### src/rtl/spart_pkg.sv
// Shared types and constants for the SPART transmit path.
package spart_pkg;

  typedef enum logic [1:0] {
    IDLE    = 2'd0,
    SEND    = 2'd1,
    WAIT_LO = 2'd2,
    WAIT_HI = 2'd3
  } txq_state_t;

  localparam logic [31:0] SPART_TX_ADDR   = 32'h1000_0000;
  localparam logic [31:0] SPART_STAT_ADDR = 32'h1000_0004;
  localparam logic [15:0] SPART_DIV_38400 = 16'h0a2c;

endpackage

### src/rtl/spart_tx_queue_if.sv
// CPU-store / spart_tx side signals of the transmit queue.
interface spart_tx_queue_if #(
  parameter int AW = 4
);
  logic        wr_en;
  logic [7:0]  wr_data;
  logic        TBR;
  logic        trmt;
  logic [7:0]  tx_data;
  logic        full;
  logic        empty;
  logic [AW:0] count;
  logic        ovf;
  logic        stall;

  modport master (
    output wr_en, wr_data, TBR,
    input  trmt, tx_data, full, empty, count, ovf, stall
  );

  modport slave (
    input  wr_en, wr_data, TBR,
    output trmt, tx_data, full, empty, count, ovf, stall
  );
endinterface

### src/rtl/sync_fifo.sv
// Single-clock FIFO; the popped word is captured in a register and held until the next pop.
module sync_fifo #(
  parameter int DEPTH = 16,
  parameter int WIDTH = 8,
  parameter int AW    = $clog2(DEPTH)
) (
  input  logic             clk,
  input  logic             rst,
  input  logic             push_i,
  input  logic             pop_i,
  input  logic [WIDTH-1:0] wdata_i,
  output logic [WIDTH-1:0] rdata_o,
  output logic [AW:0]      count_o,
  output logic             full_o,
  output logic             empty_o
);

  logic [WIDTH-1:0] mem [DEPTH];
  logic [AW-1:0]    wptr_q, wptr_d;
  logic [AW-1:0]    rptr_q, rptr_d;
  logic [AW:0]      count_q, count_d;
  logic [WIDTH-1:0] rdata_q;

  always_comb begin
    wptr_d  = wptr_q;
    rptr_d  = rptr_q;
    count_d = count_q;
    if (push_i) wptr_d = wptr_q + 1'b1;
    if (pop_i)  rptr_d = rptr_q + 1'b1;
    case ({push_i, pop_i})
      2'b10:   count_d = count_q + 1'b1;
      2'b01:   count_d = count_q - 1'b1;
      default: count_d = count_q;
    endcase
  end

  // On a full-queue push+pop wptr==rptr: the read sees the old head before the overwrite.
  always_ff @(posedge clk) begin
    if (push_i) mem[wptr_q] <= wdata_i;
  end

  always_ff @(posedge clk) begin
    if (rst) begin
      wptr_q  <= '0;
      rptr_q  <= '0;
      count_q <= '0;
      rdata_q <= '0;
    end else begin
      wptr_q  <= wptr_d;
      rptr_q  <= rptr_d;
      count_q <= count_d;
      if (pop_i) rdata_q <= mem[rptr_q];
    end
  end

  assign rdata_o = rdata_q;
  assign count_o = count_q;
  assign full_o  = (count_q == (AW+1)'(DEPTH));
  assign empty_o = (count_q == '0);

endmodule

### src/rtl/spart_tx_queue.sv
// Byte queue from CPU stores into spart_tx via the trmt/TBR handshake.
// Build option SPART_TXQ_STALL_EN: stall the CPU on a full queue instead of dropping bytes.
module spart_tx_queue
  import spart_pkg::*;
#(
  parameter int DEPTH   = 16,
  parameter int AW      = 4,
  parameter int LOW_TMO = 4
) (
  input logic             clk,
  input logic             rst,
  spart_tx_queue_if.slave bus
);

  localparam int TW = $clog2(LOW_TMO + 1);

  txq_state_t    state_q, state_d;
  logic [TW-1:0] tmo_q, tmo_d;
  logic          trmt_q, trmt_d;
  logic          ovf_q, ovf_d;
  logic          pop, push;
  logic          fifo_full, fifo_empty;
  logic [AW:0]   fifo_count;
  logic [7:0]    head_byte;

  sync_fifo #(
    .DEPTH (DEPTH),
    .WIDTH (8),
    .AW    (AW)
  ) u_fifo (
    .clk     (clk),
    .rst     (rst),
    .push_i  (push),
    .pop_i   (pop),
    .wdata_i (bus.wr_data),
    .rdata_o (head_byte),
    .count_o (fifo_count),
    .full_o  (fifo_full),
    .empty_o (fifo_empty)
  );

  assign push = bus.wr_en && (!fifo_full || pop);

  always_comb begin
    state_d = state_q;
    tmo_d   = tmo_q;
    trmt_d  = 1'b0;
    pop     = 1'b0;
    case (state_q)
      IDLE: begin
        if (!fifo_empty && bus.TBR) begin
          pop     = 1'b1;
          trmt_d  = 1'b1;
          state_d = SEND;
        end
      end
      SEND: begin
        tmo_d   = '0;
        state_d = WAIT_LO;
      end
      // If TBR never drops, assume spart_tx absorbed the byte and move on.
      WAIT_LO: begin
        if (!bus.TBR)                          state_d = WAIT_HI;
        else if (tmo_q == TW'(LOW_TMO - 1))    state_d = IDLE;
        else                                   tmo_d   = tmo_q + 1'b1;
      end
      WAIT_HI: begin
        if (bus.TBR) state_d = IDLE;
      end
      default: state_d = IDLE;
    endcase
  end

`ifdef SPART_TXQ_STALL_EN
  // A refused store is held by the CPU and retried, so nothing is ever lost.
  assign ovf_d     = ovf_q;
  assign bus.stall = fifo_full && bus.wr_en;
`else
  assign ovf_d     = ovf_q | (bus.wr_en && fifo_full && !pop);
  assign bus.stall = 1'b0;
`endif

  always_ff @(posedge clk) begin
    if (rst) begin
      state_q <= IDLE;
      tmo_q   <= '0;
      trmt_q  <= 1'b0;
      ovf_q   <= 1'b0;
    end else begin
      state_q <= state_d;
      tmo_q   <= tmo_d;
      trmt_q  <= trmt_d;
      ovf_q   <= ovf_d;
    end
  end

  assign bus.trmt    = trmt_q;
  assign bus.tx_data = head_byte;
  assign bus.full    = fifo_full;
  assign bus.empty   = fifo_empty;
  assign bus.count   = fifo_count;
  assign bus.ovf     = ovf_q;

endmodule

### src/flat_wrapper.sv
// flat-port wrapper written by rule: the top's interface ports become plain ports
module spart_tx_queue_flat import spart_pkg::*;
#(
  parameter int DEPTH   = 16,
  parameter int AW      = 4,
  parameter int LOW_TMO = 4
)
  (clk, rst, bus_wr_en, bus_wr_data, bus_TBR, bus_trmt, bus_tx_data, bus_full, bus_empty, bus_count, bus_ovf, bus_stall);
  spart_tx_queue_if #(.AW(AW)) bus_i ();
  input logic clk;
  input logic rst;
  input wire logic [$bits(bus_i.wr_en)-1:0] bus_wr_en;
  input wire logic [$bits(bus_i.wr_data)-1:0] bus_wr_data;
  input wire logic [$bits(bus_i.TBR)-1:0] bus_TBR;
  output wire logic [$bits(bus_i.trmt)-1:0] bus_trmt;
  output wire logic [$bits(bus_i.tx_data)-1:0] bus_tx_data;
  output wire logic [$bits(bus_i.full)-1:0] bus_full;
  output wire logic [$bits(bus_i.empty)-1:0] bus_empty;
  output wire logic [$bits(bus_i.count)-1:0] bus_count;
  output wire logic [$bits(bus_i.ovf)-1:0] bus_ovf;
  output wire logic [$bits(bus_i.stall)-1:0] bus_stall;
  assign bus_i.wr_en = bus_wr_en;
  assign bus_i.wr_data = bus_wr_data;
  assign bus_i.TBR = bus_TBR;
  assign bus_trmt = bus_i.trmt;
  assign bus_tx_data = bus_i.tx_data;
  assign bus_full = bus_i.full;
  assign bus_empty = bus_i.empty;
  assign bus_count = bus_i.count;
  assign bus_ovf = bus_i.ovf;
  assign bus_stall = bus_i.stall;
  spart_tx_queue #(.DEPTH(DEPTH), .AW(AW), .LOW_TMO(LOW_TMO)) u_core (.clk(clk), .rst(rst), .bus(bus_i));
endmodule
### config.mk
export PLATFORM = sky130hd
export DESIGN_NAME = spart_tx_queue_flat
export DESIGN_NICKNAME = d
export VERILOG_FILES = /design/src/rtl/spart_pkg.sv /design/src/rtl/spart_tx_queue_if.sv /design/src/rtl/sync_fifo.sv /design/src/rtl/spart_tx_queue.sv /design/src/flat_wrapper.sv
export SDC_FILE = /design/constraint.sdc
export NUM_CORES = 1
export LEC_CHECK = 0
export BUFFER_PORTS_ARGS = -buffer_cell sky130_fd_sc_hd__buf_2
export CORE_MARGIN = 8
export CORE_UTILIZATION = 31
export DETAILED_ROUTE_END_ITERATION = 12
export PLACE_DENSITY = 0.45
export SETUP_SLACK_MARGIN = 0.05
export SYNTH_ARGS = -nofsm -noshare
export SYNTH_HDL_FRONTEND = slang
export SYNTH_SLANG_ARGS = --single-unit
export TNS_END_PERCENT = 1
### constraint.sdc
create_clock -name clk -period 7.3 [get_ports clk]
set_clock_uncertainty 0.1 [all_clocks]
set_input_delay 0.365 -clock clk [delete_from_list [all_inputs] [get_ports clk]]
set_output_delay 0.365 -clock clk [all_outputs]
set_load 0.005 [all_outputs]
### Word-level counts from Yosys, hierarchy flattened

Memories as Yosys holds them, arrays and structs flattened. A register that Yosys moved wholly into a read port is not among the register bits.
Cells that the tools add are included.

| operators by class | value |
|---|---|
| $add $sub $neg | 5 |
| bitwise logic cells | 1 |
| mux-type cells | 13 |
| reductions and logical operators | 14 |
| equal/unequal tests | 12 |

Operators by type and width:

| operator | number |
|---|---|
| $pmux 5 s2 | 1 |
| $add 4x1->4 const B | 2 |
| $mux 2 | 4 |
| $pmux 2 s4 | 1 |
| $eq 2x2->1 const B | 3 |
| $mux 3 | 2 |
| $ne 2x2->1 const B | 3 |
| $pmux 3 s2 | 1 |
| $reduce_and 3->1 | 2 |
| $add 5x1->5 const B | 1 |
| $eq 5x5->1 const B | 1 |
| $logic_not 5->1 | 1 |
| $sub 5x1->5 const B | 1 |
| $eq 2x1->1 const B | 2 |
| $logic_and 1x1->1 | 4 |
| $mux 1 | 4 |
| $reduce_bool 2->1 | 2 |
| $add 3x1->3 const B | 1 |
| $eq 3x2->1 const B | 1 |
| $logic_not 1->1 | 3 |
| $ne 3x2->1 const B | 1 |
| $logic_not 2->1 | 1 |
| $ne 2x1->1 const B | 1 |
| $logic_or 1x1->1 | 1 |
| $or 1x1->1 | 1 |

| storage, ports and cells | value |
|---|---|
| memories kept | 1 |
| input bits | 12 |
| memory bits (writable) | 128 |
| register bits after elaboration | 20 |
| output and inout port bits | 18 |

Memories:

| memory | words | bits a word | read ports | clocked after memory_dff | write ports | RTL line | source |
|---|---|---|---|---|---|---|---|
| u_core.u_fifo.mem | 16 | 8 | 1 | 1 | 1 | sync_fifo.sv:18 | `logic [WIDTH-1:0] mem [DEPTH];` |

### Logic depth before layout (Yosys ltp)

Gate-level depths: netlist (run 1).

| logic depth | value |
|---|---|
| word-level depth | 9 |
| gate-level depth with buffers | 10 |
| gate-level depth less buffers | 9 |

### Cells and area by module

From an unflattened synthesis (run 1), not the netlist that was laid out.

| unflattened totals | value |
|---|---|
| cells, all modules | 385 |
| area, all modules | 6,327.3 sq um |

Modules (own cells, without submodules):

| module | instances | cells an instance | seq. area each (sq um) | area each (sq um) |
|---|---|---|---|---|
| sync_fifo | 1 | 350 | 4,264.1 | 6,005.8 |
| spart_tx_queue | 1 | 35 | 140.1 | 321.6 |

### Worst setup path before layout (run 1)

Ideal clock, no wire load.

| timing path | value |
|---|---|
| path type | register to register |
| start point | reg u_core.u_fifo.count_q[0] (netlist: u_core.u_fifo.count_o[0]) |
| end point | reg u_core.u_fifo.count_q[4] (netlist: u_core.u_fifo.count_o[4]) |
| clock period less this slack | 2,529 ps |
| data required time | 7,079 ps |
| cell stages (with the launch flop) | 11 |
| arrival time | 2,309 ps |
| buffers on the path | 1 |
| setup slack | 4,771 ps |
| setup time | 121 ps |
| cells stage by stage | dfxtp_1 -> or4_1 -> buf_6 -> o21ai_4 -> nor2_1 -> xor2_1 -> ha_1 -> nor2_1 -> o21bai_1 -> a21oi_1 -> mux2_2 |

| on the way | value |
|---|---|
| longest elaborated chain between the ends | 9 |
| elaborated cells between the ends (all ways) | 15 |
| classes of those cells | 2 x add/sub; 3 x eq/ne; 3 x mux; 7 x reduce/logical |

RTL lines:

| item | RTL line | source |
|---|---|---|
| start, declared | sync_fifo.sv:21 | `logic [AW:0] count_q, count_d;` |
| start signal, assigned | sync_fifo.sv:51 | `count_q <= count_d;` |
| $logic_not 5->1 | sync_fifo.sv:59 | `assign empty_o = (count_q == '0);` |
| $logic_not 1->1 | spart_tx_queue.sv:51 | `if (!fifo_empty && bus.TBR) begin` |
| $logic_and 1x1->1 | spart_tx_queue.sv:51 |  |
| $mux 1 | spart_tx_queue.sv:51 |  |
| $mux 1 | spart_tx_queue.sv:49 | `case (state_q)` |
| $logic_or 1x1->1 | spart_tx_queue.sv:42 | `assign push = bus.wr_en && (!fifo_full \|\| pop);` |
| $logic_and 1x1->1 | spart_tx_queue.sv:42 |  |
| $eq 2x1->1 or $eq 2x2->1 (tied branches) | sync_fifo.sv:30 | `case ({push_i, pop_i})` |
| $pmux 5 s2 or $reduce_bool 2->1 (tied branches) | n/a |  |

Parallel ways exist; a longest one is shown, timed or not.
A chain may end at the register's enable or synchronous reset.

### Final worst setup path (run 1)

Same ends and word-level chain as after synthesis.

==> reports/metrics.yaml, run 1 <==
viasPerCell: 4.810
crit_path_start_kind: "register"
switching_share_pct: 29.35
top_usage_layer: "met2"
syn_area_mm2: 0.006500
synth-seq-area-share_pct: 67.76
drtPass1Iterations: 4
routed_wl_um: 13540
core.rowCount: 53
path_depth: 9
p_total_uw: 2354
hold_start: "bus_wr_data[4]"
drv_cap: 0
synth_edf_count: 128
path_class: "reg2reg"
via_count: 3324
gp_congestion: 0.7189
die_w_um: 160.8
r2r_slack_ns: 4.08
n_antenna_cell: 0
timing.rr.start: "u_core.u_fifo.count_o[0]"
drt_iter0_markers: 249
post-dp-hpwl_um: 8560
numCtsBuffers: 17
num_io_pins: 30
cpMostUsedCell: "nor2_1"
start_util_pct: 31.22
antenna_found_initial: 0
finalCritPeriodShare_pct: 44.05
synth-seq-cells: 156
crit_path_max_incr_delay_ns: 0.86
cp-end-kind: "register"
switchingPower_uw: 690.9
ys_types: 55
grt_max_degree: 33
synth.avg_cell_area_um2: 17.38
coreArea_mm2: 0.02082
r2r_end: "u_core.u_fifo.count_o[4]"
grt_use_total_pct: 10.98
cp_top_family: "simple AND/OR/NAND/NOR gates"
yosysWarnings: 0
cts_resized: 0
status: "finished clean"
reg2regPathDepth: 9
slew_viol_final: 0
cts_buffer_depth: 2
postSynthCellCount: 374
period_minus_slack_ns: 3.216
p_comb_share_pct: 18.1
cp_slowest_cell: "or4_1"
async_reset_ff_share_pct: 0
dieArea_mm2: 0.02586
cts_tree: "built"
die_h_um: 160.8
wl_per_cell_um: 19.60
min-delay-path-class: "in2reg"
port_buffers: 28
power.share.clock_pct: 36.0
cp_data_required_time_ns: 7.51
postCtsHoldBufs: 0
grt_pass1_vias: 3455
critPathArrivalTime_ns: 3.42
relSlewSlack_pct: 27.09
htreeDepth: 4
p_int_uw: 1663
overflow: 0
tns_ns: 0
clkLatencyLatePin_ns: 0.42
drive_gt1_share_pct: 28.85
synth_flop_cell: "edfxtp_1"
use_met2_pct: 17.57
use_met3_pct: 2.534
fillers: 1985
route.detailed.drc: 0
hold_end: "u_core.u_fifo.mem[14][4]"
critical_path.max_fanout: 16
clk_pin_slew_ns: 0.07
area_growth_pct: 14.98
root_buffer: "clkbuf_16"
synth_nets: 395
met1_usage_pct: 14.32
worst_pin_slew_ns: 1.090
hold_violations: 0
nNetsFinal: 424
grt_pass1_wl_um: 21070
clock-sinks: 156
critPathBufInv: 0
clock.fmax_ghz: 0.3110
postCtsSetupRepairBufs: 0
hold_path_depth: 1
leakage_uw: 0.002424
peakVddDrop_uv: 155.9
power.density_mw_per_mm2: 315.0
critical_path.cell_chain: "or4_1 -> o21ai_4 -> nor2_1 -> xor2_1 -> ha_1 -> nor2_1 -> o21bai_1 -> a21oi_1 -> mux2_2"
antenna_left: 0
setup_viol: 0
power_frac_seq_pct: 45.9
rsz0062_at_grt: "false"
power by group through the flow:
| stage | logic (uW) | registers [uW] | clock network [uW] |
|---|---|---|---|
| finish | 426 | 1080 | 847 |
| CTS | 436 | 1080 | 872 |
| detailed placement | 436 | 1100 | 0 |
| floorplan | 355 | 1070 | 0 |
| global placement | 434 | 1100 | 0 |
| global route | 474 | 1090 | 904 |
layout make-up:
type | count | area, um^2 | area share (%)
flip-flops and latches | 156 | 4405 | 58.95
multi-input cells | 188 | 1942 | 25.98
clock buffers | 17 | 425.4 | 5.692
well taps | 275 | 344.1 | 4.604
repair buffers | 35 | 192.7 | 2.578
clock inverters | 15 | 145.1 | 1.942
inverters | 5 | 18.77 | 0.2511
metal layers:
metal  vias to the layer above  share of wire, %
met5                         -                 0
met1                      1721                47
li1                       1549                 -
met4                         0               1.3
met3                        13               2.8
met2                        41                49
worst reg2reg max path, delay by kind of cell, from the launching register on:
kind                     cells  cell delay (ns)
XOR/XNOR                     1             0.17
adder cells (fa/ha/maj)      1             0.22
flip-flops                   1             0.35
AND/OR/NAND/NOR              3             1.15
AO/OA/AOI/OAI                3             0.77
multiplexers                 1             0.34
stage by stage:
stage	hold slack (ns)	setup slack, ns	std cells	cell area, um^2	util (%)
after global placement	0.3731	4.121	659	6903	33.15
after global routing	0.2315	3.864	691	7473	35.89
after CTS	0.2212	4.074	691	7473	35.89
after floorplan	0.3559	4.771	374	6500	-
after detailed placement	0.4015	4.082	659	6903	33.15
final	0.2358	4.084	691	7473	35.89
sequential cells by signal, indices dropped and copies added (netlist names):
| register | flops |
|---|---|
| u_core.u_fifo.count_o | 5 |
| u_core.u_fifo.rdata_o | 8 |
| u_core.tmo_q | 3 |
| u_core.state_q | 2 |
| u_core.u_fifo.wptr_q | 4 |
| u_core.u_fifo.mem | 128 |
| u_core.u_fifo.rptr_q | 4 |
| u_core.bus.trmt | 1 |
| u_core.bus.ovf | 1 |
cell usage in the layout, fill, tap and decap left out, types with 2 or more instances in the layout:
master     count
o21ai_0        3
mux2_2         2
nor3b_1        2
clkbuf_16     17
a2bb2oi_1      3
nor3_1         4
inv_6          6
or3_1          2
dfxtp_1       27
mux4_2        32
edfxtp_1     128
nand3_1        2
ha_1           9
a31oi_1        2
inv_8          5
nand2b_1       4
nand3b_1       8
or2_2          2
and3_1         2
inv_1          5
nor2_1        31
nand2_1        7
o211ai_1       4
o221ai_2       8
buf_2         28
mux2i_1       21
xor2_1         6
buf_4          7
a21oi_1       10
cells by family (layout without fill, tap and decap cells):
family                     Yosys count  in the layout  synth area share [%]
DFF                                156            156                 67.76
xor gates and xnor gates             7              7                0.9432
and+or+nand+nor                     73             73                 6.179
AOI/OAI and AO/OA                   43             43                 6.295
muxes                               55             55                 14.67
adders and majority gates            9              9                 1.732
other                                1              1               0.05769
buffers and inverters               30             72                 2.367
synthesized netlist by cell type, types with 2 or more instances:
master / instances / share of area, %
a21oi_1: 10 / 0.77
a2bb2oi_1: 3 / 0.40
a31oi_1: 2 / 0.19
and3_1: 2 / 0.19
buf_2: 5 / 0.38
buf_4: 2 / 0.23
buf_6: 2 / 0.35
clkbuf_1: 13 / 0.75
dfxtp_1: 28 / 8.6
edfxtp_1: 128 / 59
ha_1: 9 / 1.7
inv_1: 5 / 0.29
mux2_2: 2 / 0.35
mux2i_1: 21 / 3.2
mux4_2: 32 / 11
nand2_1: 7 / 0.40
nand2b_1: 4 / 0.38
nand3_1: 2 / 0.15
nand3b_1: 8 / 0.92
nor2_1: 31 / 1.8
nor3_1: 4 / 0.31
nor3b_1: 2 / 0.23
o211ai_1: 4 / 0.46
o21ai_0: 3 / 0.23
o221ai_2: 8 / 1.8
or2_2: 2 / 0.19
or3_1: 2 / 0.19
xor2_1: 6 / 0.81
worst max-delay path by stage:
stage	slack, ns	startpoint	to
finish	4.08	u_core.u_fifo.count_o[0]	u_core.u_fifo.count_o[4]
global route	3.86	u_core.u_fifo.count_o[0]	u_core.u_fifo.count_o[4]
CTS	4.07	u_core.u_fifo.count_o[0]	u_core.u_fifo.count_o[4]
detailed placement	4.08	u_core.u_fifo.count_o[0]	u_core.u_fifo.count_o[4]
global placement	4.12	u_core.u_fifo.count_o[0]	u_core.u_fifo.count_o[4]
floorplan	4.77	u_core.u_fifo.count_o[0]	u_core.u_fifo.count_o[4]
No activity file was read; power rests on OpenSTA's default activity.
==> inputs of run 2 (changes only) <==
--- a/config.mk
+++ b/config.mk
@@ -9,7 +9,7 @@
 export CORE_MARGIN = 8
 export CORE_UTILIZATION = 31
 export DETAILED_ROUTE_END_ITERATION = 12
-export PLACE_DENSITY = 0.45
+export PLACE_DENSITY = 0.47
 export SETUP_SLACK_MARGIN = 0.05
 export SYNTH_ARGS = -nofsm -noshare
 export SYNTH_HDL_FRONTEND = slang
==> constraint.sdc (replaced) <==
create_clock -name clk -period 2.7 [get_ports clk]
set_clock_uncertainty 0.1 [all_clocks]
set_input_delay 0.135 -clock clk [delete_from_list [all_inputs] [get_ports clk]]
set_output_delay 0.135 -clock clk [all_outputs]
set_load 0.005 [all_outputs]
==> run 2 against run 1 <==
Routed wire length grew 3.3%. Global-route usage grew 0.30 points. Die area is the same. Register-to-register slack lost 3.9 ns. Critical path depth is the same. Non-clock buffer count grew 20. Maximum frequency grew 30%. Combinational power grew to 3.2 times the previous value.
==> reports/metrics.yaml, run 2 (synthesis results as in run 1) <==
status: "finished clean"
antenna_left: 0
drt_iter0_markers: 219
place_area_mm2: 0.007043
viasPerCell: 4.863
leakage_uw: 0.002502
routedLengthMet1_um: 6458
coreArea_mm2: 0.02082
post-dp-hpwl_um: 8948
final_area_mm2: 0.007621
routed_wl_um: 13990
postCtsSetupRepairBufs: 0
cts_resized: 0
numCtsBuffers: 17
worst_pin_slew_ns: 1.064
clk_pin_slew_ns: 0.06
wl_per_cell_um: 19.71
drtPass1Iterations: 4
layout_common_cells: "128 x edfxtp_1, 32 x mux4_2, 31 x nor2_1"
critical_path.max_fanout: 4
r2r_end: "u_core.u_fifo.count_o[4]"
port_buffers: 28
path_depth: 9
area_growth_pct: 17.25
cp_data_required_time_ns: 2.91
hold_end: "u_core.u_fifo.mem[14][2]"
hold_start: "bus_wr_data[2]"
critPathArrivalTime_ns: 2.68
period_minus_slack_ns: 2.469
grt_max_degree: 36
nNetsFinal: 444
cp_top_family: "simple AND/OR/NAND/NOR gates"
regMostFlops: "u_core.u_fifo.mem"
drive_gt1_share_pct: 30.80
cp_slowest_cell: "or4_1"
antenna_found_initial: 0
peakVddDrop_uv: 464.7
reg2regPathDepth: 9
gp_congestion: 0.7307
largest_reg_flops: 128
n_antenna_cell: 0
r2r_slack_ns: 0.23
fin_cells: 710
wl_met2_um: 6743
clkLatencyLatePin_ns: 0.42
min-delay-path-class: "in2reg"
grt_use_total_pct: 11.29
placedCellCount: 676
finalCritPeriodShare_pct: 91.43
top_layer: "met4"
hold_violations: 0
slew_viol_final: 0
grt_pass1_vias: 3679
power.density_mw_per_mm2: 843.9
start_util_pct: 31.22
timing.rr.start: "u_core.u_fifo.count_o[0]"
postCtsHoldBufs: 3
relSlewSlack_pct: 28.79
critical_path.cell_chain: "or4_1 -> o21ai_4 -> nor2_1 -> xor2_1 -> ha_1 -> nor2_1 -> o21bai_1 -> a21oi_1 -> mux2_2"
grt_pass1_wl_um: 21770
clock-sinks: 156
die_w_um: 160.8
cpMostUsedCell: "nor2_1"
overflow: 0
drv_cap: 0
core.rowCount: 53
tns_ns: 0
cp-end-kind: "register"
root_buffer: "clkbuf_16"
setup_viol: 0
crit_path_start_kind: "register"
die_h_um: 160.8
wl_met3_um: 679
cts_tree: "built"
num_io_pins: 30
clock.fmax_ghz: 0.4051
cts_buffer_depth: 2
dieArea_mm2: 0.02586
critPathBufInv: 0
hold_path_depth: 1
fin_hold_ws_ns: 0.003578
layout_commonest_cell: "edfxtp_1"
via_count: 3453
htreeDepth: 4
route.detailed.drc: 0
rsz0062_at_grt: "false"
crit_path_max_incr_delay_ns: 0.63
path_class: "reg2reg"
[run 2: cell count changes in the layout (fill, tap and decap cells not counted), sizes merged]
cell / change
bufinv: +1
inv: -8
buf: +17
clkinvlp: +3
dlygate4sd3: +3
clkbuf: +1
clkinv: +2
[run 2: per-layer routing]
metal  track usage [%]  up-vias
met5                 0        -
met4             3.030        0
met3             3.327        7
met2             18.45       68
met1             14.36     1791
li1                  -     1587
[run 2: layout make-up]
cell class	instances	area, um^2
fillers	1980	13200
flip-flops and latches	156	4405
inverters	5	18.77
well taps	275	344.1
clock inverters	13	118.9
clock buffers	18	429.2
multi-input cells	188	1942
repair buffers	55	362.8
[run 2: report_power, final]
| group | internal, uW | switching (uW) | total (uW) |
|---|---|---|---|
| clock | 1270 | 952 | 2220 |
| combinational | 624 | 752 | 1380 |
| sequential | 2750 | 87.0 | 2840 |
| total | 4640 | 1790 | 6430 |
[run 2: worst max-delay path by stage]
| stage | start | to | slack [ns] |
|---|---|---|---|
| 6_report | u_core.u_fifo.count_o[0] | u_core.u_fifo.count_o[4] | 0.23 |
| 2_1_floorplan | u_core.u_fifo.count_o[0] | u_core.u_fifo.count_o[4] | 0.17 |
| 3_3_place_gp | u_core.u_fifo.count_o[0] | u_core.u_fifo.count_o[4] | 0.26 |
| 5_1_grt | u_core.u_fifo.count_o[0] | u_core.u_fifo.count_o[4] | 0.09 |
| 3_5_place_dp | u_core.u_fifo.count_o[0] | u_core.u_fifo.count_o[4] | 0.24 |
| 4_1_cts | u_core.u_fifo.count_o[0] | u_core.u_fifo.count_o[4] | 0.23 |
[run 2: worst register-to-register path, cell delays in order, from the launching register on]
cell and delay [ns]:
dfxtp_1 0.31, or4_1 0.63, o21ai_4 0.17, nor2_1 0.08, xor2_1 0.15, ha_1 0.21, nor2_1 0.13, o21bai_1 0.07
a21oi_1 0.16, mux2_2 0.35
[run 2: stage by stage]
| stage | total power, uW | utilization (%) | setup WS [ns] |
|---|---|---|---|
| 2_1_floorplan | 3840 | - | 0.1705 |
| 3_3_place_gp | 4276 | 33.82 | 0.2569 |
| 3_5_place_dp | 4283 | 33.82 | 0.2386 |
| 4_1_cts | 6512 | 36.60 | 0.2317 |
| 5_1_grt | 6737 | 36.60 | 0.08749 |
| 6_report | 6431 | 36.60 | 0.2314 |
